==> src/rtl/pattern_match_ctrl_if.sv <==
// Host-side bundle for the pattern match run controller: configuration
// handshake, run control, serial stream and result signals.
interface pattern_match_ctrl_if #(
    parameter int PAT_MAX = 8,
    parameter int CNT_W   = 8
);
    logic               cfg_valid;
    logic               cfg_ready;
    logic [PAT_MAX-1:0] cfg_pattern;
    logic [3:0]         cfg_len;
    logic [CNT_W-1:0]   cfg_target;
    logic               cfg_err;
    logic               start;
    logic               abort;
    logic               in;
    logic               in_valid;
    logic               busy;
    logic               match;
    logic [CNT_W-1:0]   match_count;
    logic               done;

    modport master (
        output cfg_valid, cfg_pattern, cfg_len, cfg_target,
        output start, abort, in, in_valid,
        input  cfg_ready, cfg_err, busy, match, match_count, done
    );

    modport slave (
        input  cfg_valid, cfg_pattern, cfg_len, cfg_target,
        input  start, abort, in, in_valid,
        output cfg_ready, cfg_err, busy, match, match_count, done
    );
endinterface

==> src/rtl/pattern_match_ctrl.sv <==
// Run controller for a programmable serial pattern detector: latches a
// pattern/target, scans the qualified bit stream and counts overlapping matches.
module pattern_match_ctrl #(
    parameter int PAT_MAX = 8,
    parameter int CNT_W   = 8
) (
    input  logic                 clock,
    input  logic                 reset,
    pattern_match_ctrl_if.slave  bus
);
    localparam int FILL_W = $clog2(PAT_MAX + 1);

    typedef enum logic [1:0] {
        S_IDLE,
        S_ARMED,
        S_RUN,
        S_DONE
    } state_e;

    state_e             state_q, state_d;
    logic [PAT_MAX-1:0] pat_q, pat_d;
    logic [3:0]         len_q, len_d;
    logic [CNT_W-1:0]   target_q, target_d;
    logic [PAT_MAX-1:0] hist_q, hist_d;
    logic [FILL_W-1:0]  fill_q, fill_d;
    logic [CNT_W-1:0]   count_q, count_d;
    logic               match_q, match_d;
    logic               cfg_err_q, cfg_err_d;

    logic [PAT_MAX-1:0] len_mask;
    logic [PAT_MAX-1:0] hist_new;
    logic [FILL_W-1:0]  fill_new;
    logic [CNT_W-1:0]   count_inc;
    logic               hit;
    logic               cfg_fire;
    logic               cfg_legal;

    // Only the low len_q bits of history and pattern take part in the compare.
    generate
        for (genvar gi = 0; gi < PAT_MAX; gi++) begin : g_mask
            assign len_mask[gi] = (int'(len_q) > gi);
        end
    endgenerate

    assign hist_new  = PAT_MAX'({hist_q, bus.in});
    assign fill_new  = (fill_q == FILL_W'(PAT_MAX)) ? fill_q : fill_q + FILL_W'(1);
    assign hit       = (((hist_new ^ pat_q) & len_mask) == '0) &&
                       (int'(fill_new) >= int'(len_q));
    assign count_inc = count_q + CNT_W'(1);

    assign cfg_fire  = bus.cfg_valid && (state_q != S_RUN);
    assign cfg_legal = (bus.cfg_len != 4'd0) && (int'(bus.cfg_len) <= PAT_MAX) &&
                       (bus.cfg_target != '0);

    always_comb begin
        state_d   = state_q;
        pat_d     = pat_q;
        len_d     = len_q;
        target_d  = target_q;
        hist_d    = hist_q;
        fill_d    = fill_q;
        count_d   = count_q;
        match_d   = 1'b0;
        cfg_err_d = 1'b0;

        // A configuration offer takes priority over start in ARMED/DONE.
        if (cfg_fire) begin
            if (cfg_legal) begin
                pat_d    = bus.cfg_pattern;
                len_d    = bus.cfg_len;
                target_d = bus.cfg_target;
                count_d  = '0;
                state_d  = S_ARMED;
            end else begin
                cfg_err_d = 1'b1;
            end
        end else begin
            case (state_q)
                S_ARMED, S_DONE: begin
                    if (bus.start) begin
                        hist_d  = '0;
                        fill_d  = '0;
                        count_d = '0;
                        state_d = S_RUN;
                    end
                end
                S_RUN: begin
                    if (bus.abort) begin
                        state_d = S_ARMED;
                    end else if (bus.in_valid) begin
                        hist_d = hist_new;
                        fill_d = fill_new;
                        if (hit) begin
                            match_d = 1'b1;
                            count_d = count_inc;
                            if (count_inc == target_q) begin
                                state_d = S_DONE;
                            end
                        end
                    end
                end
                default: begin
                    state_d = state_q;
                end
            endcase
        end
    end

    always_ff @(posedge clock) begin
        if (reset) begin
            state_q   <= S_IDLE;
            pat_q     <= '0;
            len_q     <= '0;
            target_q  <= '0;
            hist_q    <= '0;
            fill_q    <= '0;
            count_q   <= '0;
            match_q   <= 1'b0;
            cfg_err_q <= 1'b0;
        end else begin
            state_q   <= state_d;
            pat_q     <= pat_d;
            len_q     <= len_d;
            target_q  <= target_d;
            hist_q    <= hist_d;
            fill_q    <= fill_d;
            count_q   <= count_d;
            match_q   <= match_d;
            cfg_err_q <= cfg_err_d;
        end
    end

    assign bus.cfg_ready   = (state_q != S_RUN);
    assign bus.busy        = (state_q == S_RUN);
    assign bus.done        = (state_q == S_DONE);
    assign bus.match       = match_q;
    assign bus.match_count = count_q;
    assign bus.cfg_err     = cfg_err_q;
endmodule

==> src/flat_wrapper.sv <==
// flat-port wrapper written by rule: the top's interface ports become plain ports
module pattern_match_ctrl_flat 
#(
    parameter int PAT_MAX = 8,
    parameter int CNT_W   = 8
)
  (clock, reset, bus_cfg_valid, bus_cfg_pattern, bus_cfg_len, bus_cfg_target, bus_start, bus_abort, bus_in, bus_in_valid, bus_cfg_ready, bus_cfg_err, bus_busy, bus_match, bus_match_count, bus_done);
  pattern_match_ctrl_if #(.PAT_MAX(PAT_MAX), .CNT_W(CNT_W)) bus_i ();
  input  logic clock;
  input  logic reset;
  input wire logic [$bits(bus_i.cfg_valid)-1:0] bus_cfg_valid;
  input wire logic [$bits(bus_i.cfg_pattern)-1:0] bus_cfg_pattern;
  input wire logic [$bits(bus_i.cfg_len)-1:0] bus_cfg_len;
  input wire logic [$bits(bus_i.cfg_target)-1:0] bus_cfg_target;
  input wire logic [$bits(bus_i.start)-1:0] bus_start;
  input wire logic [$bits(bus_i.abort)-1:0] bus_abort;
  input wire logic [$bits(bus_i.in)-1:0] bus_in;
  input wire logic [$bits(bus_i.in_valid)-1:0] bus_in_valid;
  output wire logic [$bits(bus_i.cfg_ready)-1:0] bus_cfg_ready;
  output wire logic [$bits(bus_i.cfg_err)-1:0] bus_cfg_err;
  output wire logic [$bits(bus_i.busy)-1:0] bus_busy;
  output wire logic [$bits(bus_i.match)-1:0] bus_match;
  output wire logic [$bits(bus_i.match_count)-1:0] bus_match_count;
  output wire logic [$bits(bus_i.done)-1:0] bus_done;
  assign bus_i.cfg_valid = bus_cfg_valid;
  assign bus_i.cfg_pattern = bus_cfg_pattern;
  assign bus_i.cfg_len = bus_cfg_len;
  assign bus_i.cfg_target = bus_cfg_target;
  assign bus_i.start = bus_start;
  assign bus_i.abort = bus_abort;
  assign bus_i.in = bus_in;
  assign bus_i.in_valid = bus_in_valid;
  assign bus_cfg_ready = bus_i.cfg_ready;
  assign bus_cfg_err = bus_i.cfg_err;
  assign bus_busy = bus_i.busy;
  assign bus_match = bus_i.match;
  assign bus_match_count = bus_i.match_count;
  assign bus_done = bus_i.done;
  pattern_match_ctrl #(.PAT_MAX(PAT_MAX), .CNT_W(CNT_W)) u_core (.clock(clock), .reset(reset), .bus(bus_i));
endmodule
==> config.mk <==
export PLATFORM = sky130hd
export DESIGN_NAME = pattern_match_ctrl_flat
export DESIGN_NICKNAME = d
export VERILOG_FILES = /design/src/rtl/pattern_match_ctrl_if.sv /design/src/rtl/pattern_match_ctrl.sv /design/src/flat_wrapper.sv
export SDC_FILE = /design/constraint.sdc
export NUM_CORES = 1
export LEC_CHECK = 0
export BUFFER_PORTS_ARGS = -buffer_cell sky130_fd_sc_hd__buf_2
export CAP_MARGIN = 20
export CORE_MARGIN = 4
export CORE_UTILIZATION = 40
export DETAILED_ROUTE_END_ITERATION = 6
export PLACE_DENSITY = 0.59
export SETUP_SLACK_MARGIN = 0.4
export SYNTH_ARGS = -nofsm -noshare
export SYNTH_HDL_FRONTEND = slang
export SYNTH_SLANG_ARGS = --single-unit
==> constraint.sdc <==
create_clock -name clock -period 3.6 [get_ports clock]
set_input_delay 0.18 -clock clock [delete_from_list [all_inputs] [get_ports clock]]
set_output_delay 0.18 -clock clock [all_outputs]
set_load 0.02 [all_outputs]
==> metrics.txt <==
io pins=40; Mapped Cells=233; antenna fix cells=0; post-synth top area share=0.401; placer congestion estimate=0.791; setup TNS=0 ps; die height=81.2 um; Leak Pwr=1.03 nW; CP Data Required Time=3780 ps; worst-case reg-to-reg path depth=12; WL/cell=13.9 um; crit end category=flip-flop; TritonCTS Buffers=5; number of global-route vias before repair=1680; root buffer cell=clkbuf_8; Initial Util=0.417; synth-to-layout area growth=15.9%; Syn. warnings=0; crit path launch type=flip-flop; number of synthesized register bits=43; Worst Clk Skew=8.45 ps; Worst VDD drop=0.232 mV; Avg Vias per Cell=5.16; Residual DRC=0; number of library cell types mapped by synthesis=40; final wirelength=4.77 mm; WP data arrival=2900 ps; Critical Path Start=u_core.fill_q[0]$_SDFFE_PP0P_; DIE AREA=6600 um^2; chip width=81.2 um; buffer count from post-CTS setup fixing=0; crit path max fanout=9; Hold Path Depth=3; H-tree Lvls=2; CTS tree=yes; clk_lat worst skew=300 ps; Num Clock Sinks=43; share of layout cells above drive strength 1=0.187; fillers=546; DR vias=1771; floorplan row count=26; Resized Gates After CTS=0; Pwr Total=930 uW; Worst-Margin Slew=702 ps; clk slew on worst S/H paths=90 ps; most frequent cell after synthesis=dfxtp_1; min-delay worst type=primary input to flip-flop; max_cap viols=0; first-pass GRT wire length=8.09 mm; dpl hpwl=3.60 mm; Initial DRT Pass Iterations=4; min-delay src=bus_cfg_pattern[4]; ranking of synthesized cells by area=dfxtp_1 40%, mux2i_1 10%, nor2_1 6.3%; Max Root-Sink Buffers=2; grt total ovfl=0; Antenna Nets Post-Route=0; Pins Over Slew Limit=0; RSZ-0062 raised after global routing=false; ys async rst share=0; core area=5140 um^2; cell types with the highest counts after synthesis=43 x dfxtp_1, 36 x nor2_1, 22 x mux2i_1; R2R Path Start=u_core.fill_q[0]$_SDFFE_PP0P_; initial antenna violation count=0; Final setup viols=0; critical path cell sequence=inv_1 > ha_1 > nand2_1 > nor2_1 > xnor2_1 > ha_1 > nand2b_1 > a2111oi_0 > or3_1 > or3_1 > o311ai_1 > o31ai_1; outcome=completed; Hold-fix buffers, CTS=0; CP max stage delay=440 ps; Slowest-stage cell, CP=or3_1; Relative slew margins=0.530; Peak Freq=368 MHz; Nets=306; cell accounting for the most synthesized area=dfxtp_1; Tcrit/Tclk final=0.755; Tot GR Track Use=0.159; Post-Syn Area=2140 um^2; Hold Violations, Final=0; Net Count, Synth=267; Worst Path Class, Setup=flip-flop to flip-flop; Avg Inst Size Synth=9.20 um^2; PortBufs=39; Pwr per Cell Area=374 nW/um^2; DR iter-0 viols=76; Seq/Total Area, Yosys=0.401; largest net degree at the start of global routing=29; Post-synth top flop=dfxtp_1; Period minus WS final=2720 ps; number of synthesized flops with an enable pin=0
-- critical path, delay by kind of cell, from the launching register on --
family | cells | cell delay [ps]
DFF | 1 | 380
buffers and inverters | 1 | 90
AOI/OAI and AO/OA | 3 | 520
adders and majority gates | 2 | 460
and+or+nand+nor | 5 | 1010
xor gates and xnor gates | 1 | 140
-- sequential cells by signal, summed over array words and instances (netlist names) --
register / flops
u_core.pat_q: 8
u_core.len_q: 4
u_core.fill_q: 4
u_core.bus.cfg_err: 1
u_core.bus.match_count: 8
u_core.target_q: 8
u_core.hist_q: 7
u_core.state_q: 2
u_core.bus.match: 1
-- power by group --
part / internal, mW / switching, mW / total (mW)
logic: 0.0515 / 0.0582 / 0.110
clock network: 0.139 / 0.177 / 0.316
registers: 0.490 / 0.0138 / 0.504
-- cells by family after synthesis --
| group | count (synthesis) | share of synthesized area |
|---|---|---|
| xor+xnor | 21 | 0.0858 |
| simple gates | 74 | 0.165 |
| compound gates | 48 | 0.166 |
| fa+ha+maj | 7 | 0.0408 |
| mux | 22 | 0.103 |
| buf+inv | 18 | 0.0385 |
| flops | 43 | 0.401 |
-- routing by layer --
| metal | vias up | part of all wire | global-route usage |
|---|---|---|---|
| li1 | 915 | - | - |
| met1 | 815 | 0.53 | 0.237 |
| met2 | 36 | 0.41 | 0.226 |
| met3 | 5 | 0.044 | 0.0322 |
| met4 | 0 | 0.011 | 0.0507 |
| met5 | - | 0 | 0 |
-- placed cells by master, fill, tap and decap left out, types with 2 or more instances in the layout --
cell        count
clkbuf_8        5
nand2_1         8
o311ai_1        5
clkinvlp_4      2
a21oi_1         8
nand4_1         2
a211o_1         2
o21ai_0         5
xor2_1          6
nand3_1         3
nand2b_1        4
and2_1          3
o22ai_1         2
nor4_1          5
o31ai_1         6
nor2_1         36
a22o_1          9
a2111oi_0       2
mux2i_1        22
and3_1          3
buf_2          39
ha_1            7
xnor2_1        15
or3_1           4
dfxtp_1        43
o2bb2ai_1       2
inv_1           9
-- metrics by stage --
stage	utilization	hold WS [ps]	cell area (um^2)	setup slack (ps)	std cells
2_1_floorplan	-	313	2140	1060	233
3_3_place_gp	0.464	413	2390	945	334
3_5_place_dp	0.464	424	2390	893	334
4_1_cts	0.482	104	2480	884	342
5_1_grt	0.484	114	2490	647	343
6_report	0.484	111	2490	881	343
-- cell type report --
cell class | instances | area [um^2] | share of cell area
Clock buffer | 5 | 68.8 | 0.0277
Inverter | 9 | 33.8 | 0.0136
Timing Repair Buffer | 41 | 210 | 0.0845
Tap cell | 70 | 87.6 | 0.0352
Multi-Input combinational cell | 172 | 1200 | 0.483
Clock inverter | 3 | 23.8 | 0.00956
Sequential cell | 43 | 861 | 0.346
-- path summary, 6_finish.rpt --
kind | slack [ps] | endpoint
hold reg to reg | 510 | u_core.hist_q[6]$_SDFFE_PP0P_
hold / removal | 110 | u_core.pat_q[4]$_SDFFE_PP0P_
setup reg to reg | 880 | u_core.bus.match_count[3]$_SDFFE_PP0P_
setup / recovery | 880 | u_core.bus.match_count[3]$_SDFFE_PP0P_
(Power assumes the default switching activity.)
